<file path="config.mk">
export PLATFORM = sky130hd
export DESIGN_NAME = fft_r2_stage2
export DESIGN_NICKNAME = d
export VERILOG_FILES = /design/src/rtl/fft_r2_stage2.sv
export SDC_FILE = /design/constraint.sdc
export NUM_CORES = 1
export LEC_CHECK = 0
export ABC_AREA = 1
export ABC_CLOCK_PERIOD_IN_PS = 4200
export CAP_MARGIN = 20
export CORE_AREA = 2 2 252 254
export DETAILED_ROUTE_END_ITERATION = 12
export DIE_AREA = 0 0 254 256
export GPL_ROUTABILITY_DRIVEN = 0
export GPL_TIMING_DRIVEN = 0
export SYNTH_ARGS = -nofsm -noshare
export SYNTH_HDL_FRONTEND = slang
export SYNTH_SLANG_ARGS = --single-unit
</file>
<file path="constraint.sdc">
create_clock -name clk -period 4.2 [get_ports clk]
set_input_delay 0.63 -clock clk [delete_from_list [all_inputs] [get_ports clk]]
set_output_delay 0.63 -clock clk [all_outputs]
set_load 0.005 [all_outputs]
</file>
<file path="src/rtl/fft_r2_stage2.sv">
// Second radix-2 stage of the 16-point 2-lane MDC FFT: halving butterfly, W8^k rotation, delay commutator.
// All state advances only on in_valid; out_valid follows a fill of 2*buffer_size+1 accepted pairs.
module fft_r2_stage2 #(
  parameter int width       = 12,
  parameter int buffer_size = 2,
  parameter int frame_pairs = 8
) (
  input  logic             clk,
  input  logic             rst_n,
  input  logic             in_valid,
  input  logic             in_frame_start,
  input  logic [width-1:0] a_re,
  input  logic [width-1:0] a_im,
  input  logic [width-1:0] b_re,
  input  logic [width-1:0] b_im,
  output logic             out_valid,
  output logic             out_frame_start,
  output logic [width-1:0] y1_re,
  output logic [width-1:0] y1_im,
  output logic [width-1:0] y2_re,
  output logic [width-1:0] y2_im
);

  localparam int D  = buffer_size;
  localparam int L  = 2 * D + 1;
  localparam int CW = (frame_pairs > 1) ? $clog2(frame_pairs) : 1;
  localparam int PW = $clog2(2 * D);
  localparam int FW = $clog2(L + 1);
  localparam int MW = 2 * width + 2;
  localparam int CI = $rtoi(0.70710678 * (2.0 ** (width - 1)) + 0.5);

  localparam logic signed [MW-1:0] CX   = MW'(CI);
  localparam logic signed [MW-1:0] RND  = MW'(2 ** (width - 2));
  localparam logic signed [MW-1:0] MAXV = MW'(2 ** (width - 1) - 1);
  localparam logic signed [MW-1:0] MINV = MW'(-(2 ** (width - 1)));

  function automatic logic [width-1:0] sat(input logic signed [MW-1:0] x);
    if (x > MAXV)      return MAXV[width-1:0];
    else if (x < MINV) return MINV[width-1:0];
    else               return x[width-1:0];
  endfunction

  // Fixed-point product back to sample scale, rounding half up.
  function automatic logic signed [MW-1:0] rnd(input logic signed [MW-1:0] x);
    return (x + RND) >>> (width - 1);
  endfunction

  logic [CW-1:0]        c_q, c_d, c_eff;
  logic                 first;
  logic [1:0]           k;
  logic [width:0]       sum_re, sum_im, dif_re, dif_im;
  logic [width-1:0]     s_re, s_im, d_re, d_im, r_re_d, r_im_d;
  logic signed [MW-1:0] dr, di, sum_x, dif_x, rr, ri;

  logic [2*width-1:0]   s_q, r_q, dd, mux1, y1_q, y2_q;
  logic [2*width-1:0]   dbuf_q [D];
  logic [2*width-1:0]   ybuf_q [D];
  logic                 fs_q;
  logic [PW-1:0]        p_q, p_eff;
  logic                 sel;
  logic [2*D-1:0]       fs_pipe_q;
  logic [FW-1:0]        fill_q;
  logic                 out_valid_q, out_fs_q;

  always_comb begin
    c_eff = in_frame_start ? '0 : c_q;
    first = (c_eff == '0);
    c_d   = (c_eff == CW'(frame_pairs - 1)) ? '0 : c_eff + CW'(1);
    k     = 2'(c_eff % 4);

    sum_re = {a_re[width-1], a_re} + {b_re[width-1], b_re};
    sum_im = {a_im[width-1], a_im} + {b_im[width-1], b_im};
    dif_re = {a_re[width-1], a_re} - {b_re[width-1], b_re};
    dif_im = {a_im[width-1], a_im} - {b_im[width-1], b_im};
    s_re   = sum_re[width:1];
    s_im   = sum_im[width:1];
    d_re   = dif_re[width:1];
    d_im   = dif_im[width:1];

    dr    = MW'($signed(d_re));
    di    = MW'($signed(d_im));
    sum_x = dr + di;
    dif_x = di - dr;
    case (k)
      2'd0: begin
        rr = dr;
        ri = di;
      end
      2'd1: begin
        rr = rnd(sum_x * CX);
        ri = rnd(dif_x * CX);
      end
      2'd2: begin
        rr = di;
        ri = -dr;
      end
      default: begin
        rr = rnd(dif_x * CX);
        ri = rnd(-sum_x * CX);
      end
    endcase
    r_re_d = sat(rr);
    r_im_d = sat(ri);

    // Commutator phase restarts on the pair that carries the frame flag.
    p_eff = fs_q ? '0 : p_q;
    sel   = (p_eff >= PW'(D));
    dd    = dbuf_q[D-1];
    mux1  = sel ? dd : s_q;
  end

  always_ff @(posedge clk or negedge rst_n) begin
    if (!rst_n) begin
      c_q         <= '0;
      s_q         <= '0;
      r_q         <= '0;
      fs_q        <= 1'b0;
      p_q         <= '0;
      for (int i = 0; i < D; i++) begin
        dbuf_q[i] <= '0;
        ybuf_q[i] <= '0;
      end
      fs_pipe_q   <= '0;
      fill_q      <= '0;
      y1_q        <= '0;
      y2_q        <= '0;
      out_valid_q <= 1'b0;
      out_fs_q    <= 1'b0;
    end else begin
      out_valid_q <= 1'b0;
      out_fs_q    <= 1'b0;
      if (in_valid) begin
        c_q       <= c_d;
        s_q       <= {s_re, s_im};
        r_q       <= {r_re_d, r_im_d};
        fs_q      <= first;
        p_q       <= p_eff + PW'(1);
        dbuf_q[0] <= r_q;
        ybuf_q[0] <= mux1;
        for (int i = 1; i < D; i++) begin
          dbuf_q[i] <= dbuf_q[i-1];
          ybuf_q[i] <= ybuf_q[i-1];
        end
        fs_pipe_q <= {fs_pipe_q[2*D-2:0], fs_q};
        if (fill_q < FW'(L)) fill_q <= fill_q + FW'(1);
        out_valid_q <= (fill_q >= FW'(L - 1));
        out_fs_q    <= fs_pipe_q[2*D-1];
        y1_q        <= ybuf_q[D-1];
        y2_q        <= sel ? s_q : dd;
      end
    end
  end

  assign out_valid       = out_valid_q;
  assign out_frame_start = out_fs_q;
  assign y1_re           = y1_q[2*width-1:width];
  assign y1_im           = y1_q[width-1:0];
  assign y2_re           = y2_q[2*width-1:width];
  assign y2_im           = y2_q[width-1:0];

endmodule

</file>
==> flow_summary_export.csv, run 1 <==
group,metric,value,unit
floorplanning,die_y,256,um
worst_setup_path,timing.setup.critical_path_class,"input pin to register",
clock_network,cts.hold.buffers_added,0,
routing,route.detailed.drc,0,
grt,grt_remaining_overflow,0,
synthesis,postSynthRegisterBits,207,
cells_and_area,synthesis_to_finish_area_growth,30.0,%
place,detailedPlace.worstSlack,-6.07,ns
grt,antenna_found_initial,2,
worst_setup_path,critPathSlowestCell,"fa_1",
grt,maximum_number_of_pins_on_one_net_before_global_route_repair,124,
cells_and_area,finish.utilization,0.452,
grt,grtUsageTotal,0.194,
worst_setup_path,rr_startpoint,"c_q[0]",
synthesis,avgSynthCellArea,7.30,um^2
worst_setup_path,cp.required,4.58,ns
synthesis,synth-seq-area-share,0.239,
place,placed_area,24500,um^2
clock_network,cts_root_buf,"clkbuf_16",
worst_setup_path,r2r_setup_slack,1.40,ns
cells_and_area,final_common_cell,"nand2_1",
hold_path,worst_min_delay_path_category,"input pin to asynchronous set/reset pin",
clock_network,clk_latency,0.50,ns
synthesis,synth_nets,3412,
timing,timing.final.ws_setup,-3.98,ns
clock_network,clockBufferDepth,3,
outcome,outcome,"finished, violations left",
timing,grt_setup_unrepaired,"yes",
timing,skew,0.0144,ns
cells_and_area,final_cell_area,28200,um^2
worst_setup_path,crit_path_max_fanout,5,
synthesis,netlist-cell-type-count,55,
cells_and_area,proportion_of_layout_cells_with_a_drive_suffix_above_1,0.212,
timing,worstMarginPinSlew,0.898,ns
floorplanning,design.portCount,102,
timing,worst_slew_margin_rel,0.401,
routing,postRouteWirelength,63600,um
worst_setup_path,setup.worst_path.end_class,"register",
synthesis,syn-instance-count,2972,
synthesis,syn_area,21700,um^2
timing,clock.fmax,122,MHz
clock_network,cts_tree,"built",
floorplanning,die-width,254,um
routing,detailedRoute.firstIterationViolations,1429,
place,placement.io_buffers,100,
clock_network,cts_made_buffers,21,
cells_and_area,layout_common_cells,"nand2_1, inv_1, ha_1",
worst_setup_path,worst_path_most_repeated_cell,"inv_2",
cells_and_area,fillCellCount,6215,
worst_setup_path,reg2reg_depth,13,
cells_and_area,final_nets,3697,
clock_network,h-tree-depth,1,
place,post-dp-hpwl,49100,um
routing,vias_per_cell,4.81,
floorplanning,floorplan.die_area,65000,um^2
run,maxCapViolCount,0,
timing,layout_worst_path_cycle_share,1.95,
worst_setup_path,worst_setup_path_start_kind,"input pin",
timing,setup_viol,24,
worst_setup_path,max_stage_delay,0.51,ns
floorplanning,num_rows,92,
worst_setup_path,crit_arrival,8.55,ns
routing,routed-via-count,19814,
timing,hold_vio_cnt_final,0,
clock_network,tritoncts_num_sinks,207,
timing,final-max-slew-violation-count,0,
worst_setup_path,cpLargestDelayFamily,"adder cells",
floorplanning,fp.coreArea,62400,um^2
timing,fin_crit,8.18,ns
routing,length_of_the_first_detailed_routing_pass_in_iterations,6,
grt,first_global_vias,19370,
routing,drt-wirelength-per-cell,15.5,um
routing,ant_nets,0,
timing,final.hold.worst_slack,0.113,ns
synthesis,yosys_warnings,0,
clock_network,worst_setup_hold_path_clk_slew,0.06,ns
worst_setup_path,rr_endpoint,"r_q[3]",
worst_setup_path,critical_path.n_buffers_inverters,16,
floorplanning,initial_core_util,0.348,
grt,grt_first_pass_wirelength,102000,um
outcome,failing_checks,"setup timing",
flip-flops by register name (all words and copies together) (netlist names), 2 cells and up:
signal / flops
ybuf_q: 48
dbuf_q: 24
dd: 24
r_q: 24
s_q: 24
y1_q: 24
y2_q: 24
fs_pipe_q: 4
c_q: 3
fill_q: 3
p_q: 2
repair_timing:
action                                  in CTS  in global routing
cloned                                       2                  0
buffers inserted                           129                 34
endpoints found under the setup margin      24                 24
pin swaps                                  160                108
resized for setup                          346                138
per-layer routing:
metal / share of wire / vias up / GRT usage
met2: 0.47 / 444 / 0.320
met3: 0.043 / 85 / 0.0164
met1: 0.46 / 9346 / 0.268
met5: 0.00020 / - / 0
li1: - / 9937 / -
met4: 0.030 / 2 / 0.0585
Yosys cell counts (all sizes together):
library cell  instances  area [um^2]
nand2               878         3400
inv                 501         1880
ha                  273         3420
a21oi               222         1150
nor2                210          836
dfrtp               207         5180
nand3               139          731
fa                  115         2300
o21ai               102          514
xor2                 70          651
clkbuf               56          213
nand4                32          213
buf                  26          145
nor3                 18          111
o21bai               18          139
xnor2                18          158
nand3b               14          105
nor4                  8         50.1
o31ai                 8         65.1
or2                   8         50.1
o221ai                7         61.3
a221oi                5         43.8
a31oi                 5         31.3
and2                  5         31.3
a22o                  4         35.0
o22ai                 4         25.0
a211oi                3         22.5
o211ai                3         22.5
a21o                  2         15.0
a31o                  2         17.5
clkinv                2         7.51
o2111ai               2         17.5
o21a                  2         15.0
a21boi                1         7.51
a41oi                 1         8.76
mux2                  1         11.3
cell type report:
type	instances	area [um^2]	share of cell area
multi-input combinational	2180	16600	0.587
sequential	207	5180	0.184
timing repair buffer	266	2430	0.0862
inverter	503	1930	0.0685
tap	846	1060	0.0375
clock buffer	31	613	0.0217
buffer	78	390	0.0138
clock inverter	4	27.5	0.000976
antenna	1	2.50	0.0000888
how the worst max path moves through the flow:
stage | from | endpoint | slack (ns) | cells past startpoint
after floorplan | b_im[3] | r_q[10] | -3.65 | 56
after global placement | rst_n | y1_q[23] | -6.26 | 1
after detailed placement | b_im[2] | r_q[4] | -6.07 | 46
after CTS | b_im[0] | r_q[4] | -3.91 | 51
after global routing | b_re[5] | r_q[5] | -4.36 | 53
final | b_im[2] | r_q[7] | -3.98 | 55
metrics by stage:
step	instances	TNS [ns]
after global placement	3918	-1423.78
after global routing	4116	-100.33
after floorplan	2972	-81.07
after detailed placement	3919	-133.83
final	4116	-90.96
after CTS	4082	-90.52
cells by family (layout without fill, tap and decap cells):
| family | count (synthesis) | in the layout | synth area share |
|---|---|---|---|
| AND/OR/NAND/NOR | 1312 | 1312 | 0.255 |
| flip-flops | 207 | 207 | 0.239 |
| buffers and inverters | 585 | 882 | 0.104 |
| AO/OA/AOI/OAI | 391 | 391 | 0.101 |
| other | 0 | 1 | 0 |
| XOR/XNOR | 88 | 88 | 0.0373 |
| adder cells (fa/ha/maj) | 388 | 388 | 0.264 |
| multiplexers | 1 | 1 | 0.000519 |
Power of run 1 is left out: the tool's default activity adds up to more than one toggle a clock period on the data nets, which glitch-free logic cannot reach.
==> run 2, diff against run 1 <==
Settings changed: ABC_CLOCK_PERIOD_IN_PS 4200 to 7200.
Clock period 4.2 ns to 7.2 ns, I/O delays scaled along.
==> flow_summary_export.csv, run 2 (synthesis gave the netlist of run 1 again) <==
group,metric,value,unit
outcome,outcome,"finished, violations left",
run,maxCapViolCount,0,
cells_and_area,top_register,"ybuf_q",
hold_path,worst_min_delay_path_category,"register to register",
routing,wl_met1,29400,um
worst_setup_path,cp.required,7.58,ns
worst_setup_path,crit_path_max_fanout,5,
timing,final-max-slew-violation-count,0,
floorplanning,fp.coreArea,62400,um^2
place,placement.io_buffers,100,
cells_and_area,synthesis_to_finish_area_growth,29.9,%
routing,postRouteWirelength,63700,um
routing,detailedRoute.firstIterationViolations,1413,
worst_setup_path,cpLargestDelayFamily,"adder cells",
routing,routed-via-count,19751,
floorplanning,die-width,254,um
worst_setup_path,max_stage_delay,0.51,ns
timing,fin_setup_tns,-29.67,ns
timing,layout_worst_path_cycle_share,1.20,
grt,grt_remaining_overflow,0,
clock_network,clk_latency,0.50,ns
routing,ant_nets,0,
outcome,failing_checks,"setup timing",
floorplanning,floorplan.die_area,65000,um^2
routing,length_of_the_first_detailed_routing_pass_in_iterations,5,
grt,antenna_found_initial,2,
cells_and_area,finish.utilization,0.452,
cells_and_area,proportion_of_layout_cells_with_a_drive_suffix_above_1,0.211,
timing,grt_setup_unrepaired,"yes",
worst_setup_path,setup.worst_path.end_class,"register",
routing,route.detailed.drc,0,
place,dp.cells,3919,
clock_network,tritoncts_num_sinks,207,
timing,timing.final.ws_setup,-1.42,ns
floorplanning,design.portCount,102,
floorplanning,num_rows,92,
timing,clock.fmax,116,MHz
worst_setup_path,worst_setup_path_start_kind,"input pin",
worst_setup_path,worst_path_most_repeated_cell,"inv_2",
cells_and_area,final_common_cell,"nand2_1",
grt,grt_first_pass_wirelength,102000,um
routing,vias_per_cell,4.80,
floorplanning,die_y,256,um
clock_network,worst_setup_hold_path_clk_slew,0.06,ns
grt,maximum_number_of_pins_on_one_net_before_global_route_repair,124,
clock_network,clockBufferDepth,3,
floorplanning,initial_core_util,0.348,
routing,met2_wirelength,29900,um
timing,hold_vio_cnt_final,0,
worst_setup_path,critical_path.n_buffers_inverters,16,
timing,fin_crit,8.62,ns
timing,skew,0.0138,ns
timing,worstMarginPinSlew,0.899,ns
cells_and_area,layout_common_cells,"nand2_1, inv_1, ha_1",
routing,dr.max_layer_used,"met5",
cells_and_area,largest_register_ff_count,48,
timing,worst_slew_margin_rel,0.401,
clock_network,h-tree-depth,1,
worst_setup_path,timing.setup.critical_path_class,"input pin to register",
timing,setup_viol,24,
routing,drt-wirelength-per-cell,15.5,um
grt,grtUsageTotal,0.194,
cells_and_area,final_nets,3696,
worst_setup_path,critPathSlowestCell,"fa_1",
grt,first_global_vias,19360,
cells_and_area,final-instance-count-excl-fill,4115,
worst_setup_path,crit_arrival,8.99,ns
routing,wl_met3,2450,um
clock_network,cts_root_buf,"clkbuf_16",
place,post-dp-hpwl,49100,um
clock_network,cts_tree,"built",
clock_network,cts_made_buffers,21,
-- run 2: area by class of cell --
| type | instances | area [um^2] |
|---|---|---|
| Buffer | 78 | 390 |
| Tap cell | 846 | 1060 |
| Inverter | 503 | 1930 |
| Clock buffer | 31 | 613 |
| Timing Repair Buffer | 265 | 2420 |
| Multi-Input combinational cell | 2180 | 16600 |
| Antenna cell | 1 | 2.50 |
| Clock inverter | 4 | 27.5 |
| Sequential cell | 207 | 5180 |
| Fill cell | 6218 | 34200 |
-- run 2: path summary, 6_finish.rpt --
| path | slack (ns) | cells after the start | to | start |
|---|---|---|---|---|
| worst max-delay path | -1.42 | 55 | r_q[7] | b_im[2] |
| worst min-delay path | 0.47 | 2 | y1_q[6] | y1_q[6] |
| worst max register to register | 4.39 | 13 | r_q[3] | c_q[0] |
| worst min register to register | 0.47 | 2 | y1_q[6] | y1_q[6] |
| max in group asynchronous | 5.60 | 2 | r_q[16] | rst_n |
| min in group asynchronous | 0.56 | 1 | fill_q[2] | rst_n |
-- run 2: routing by layer --
metal | vias up | global-route usage
li1 | 9936 | -
met4 | 2 | 0.0574
met3 | 93 | 0.0164
met5 | - | 0
met1 | 9305 | 0.269
met2 | 415 | 0.320
-- run 2: worst register-to-register path: stages, from the launching register on --
cell and delay (ns):
dfrtp_1 0.38, inv_1 0.06, nor2_1 0.09, ha_1 0.32, inv_1 0.10, clkbuf_1 0.36
clkbuf_1 0.40, o221ai_1 0.27, o21ai_0 0.38, inv_1 0.10, nand2_1 0.09, nand2_2 0.05
nand2_2 0.05, nand2_1 0.05
-- run 2: what timing repair did --
action,CTS,global route
cloned,2,0
pin swaps,160,107
hold buffers,0,0
buffers inserted,129,33
setup endpoints to repair,24,24
gates resized for setup,339,142
-- run 2: stage by stage --
| stage | hold slack (ns) | setup WS (ns) | area [um^2] |
|---|---|---|---|
| final | 0.467 | -1.42 | 28200 |
| after global placement | 0.453 | -3.71 | 24400 |
| after floorplan | 0.436 | -1.10 | 22400 |
| after detailed placement | 0.458 | -3.52 | 24500 |
| after CTS | 0.467 | -1.36 | 27400 |
| after global routing | 0.486 | -1.81 | 28200 |
Power of run 2 is left out for the same reason.
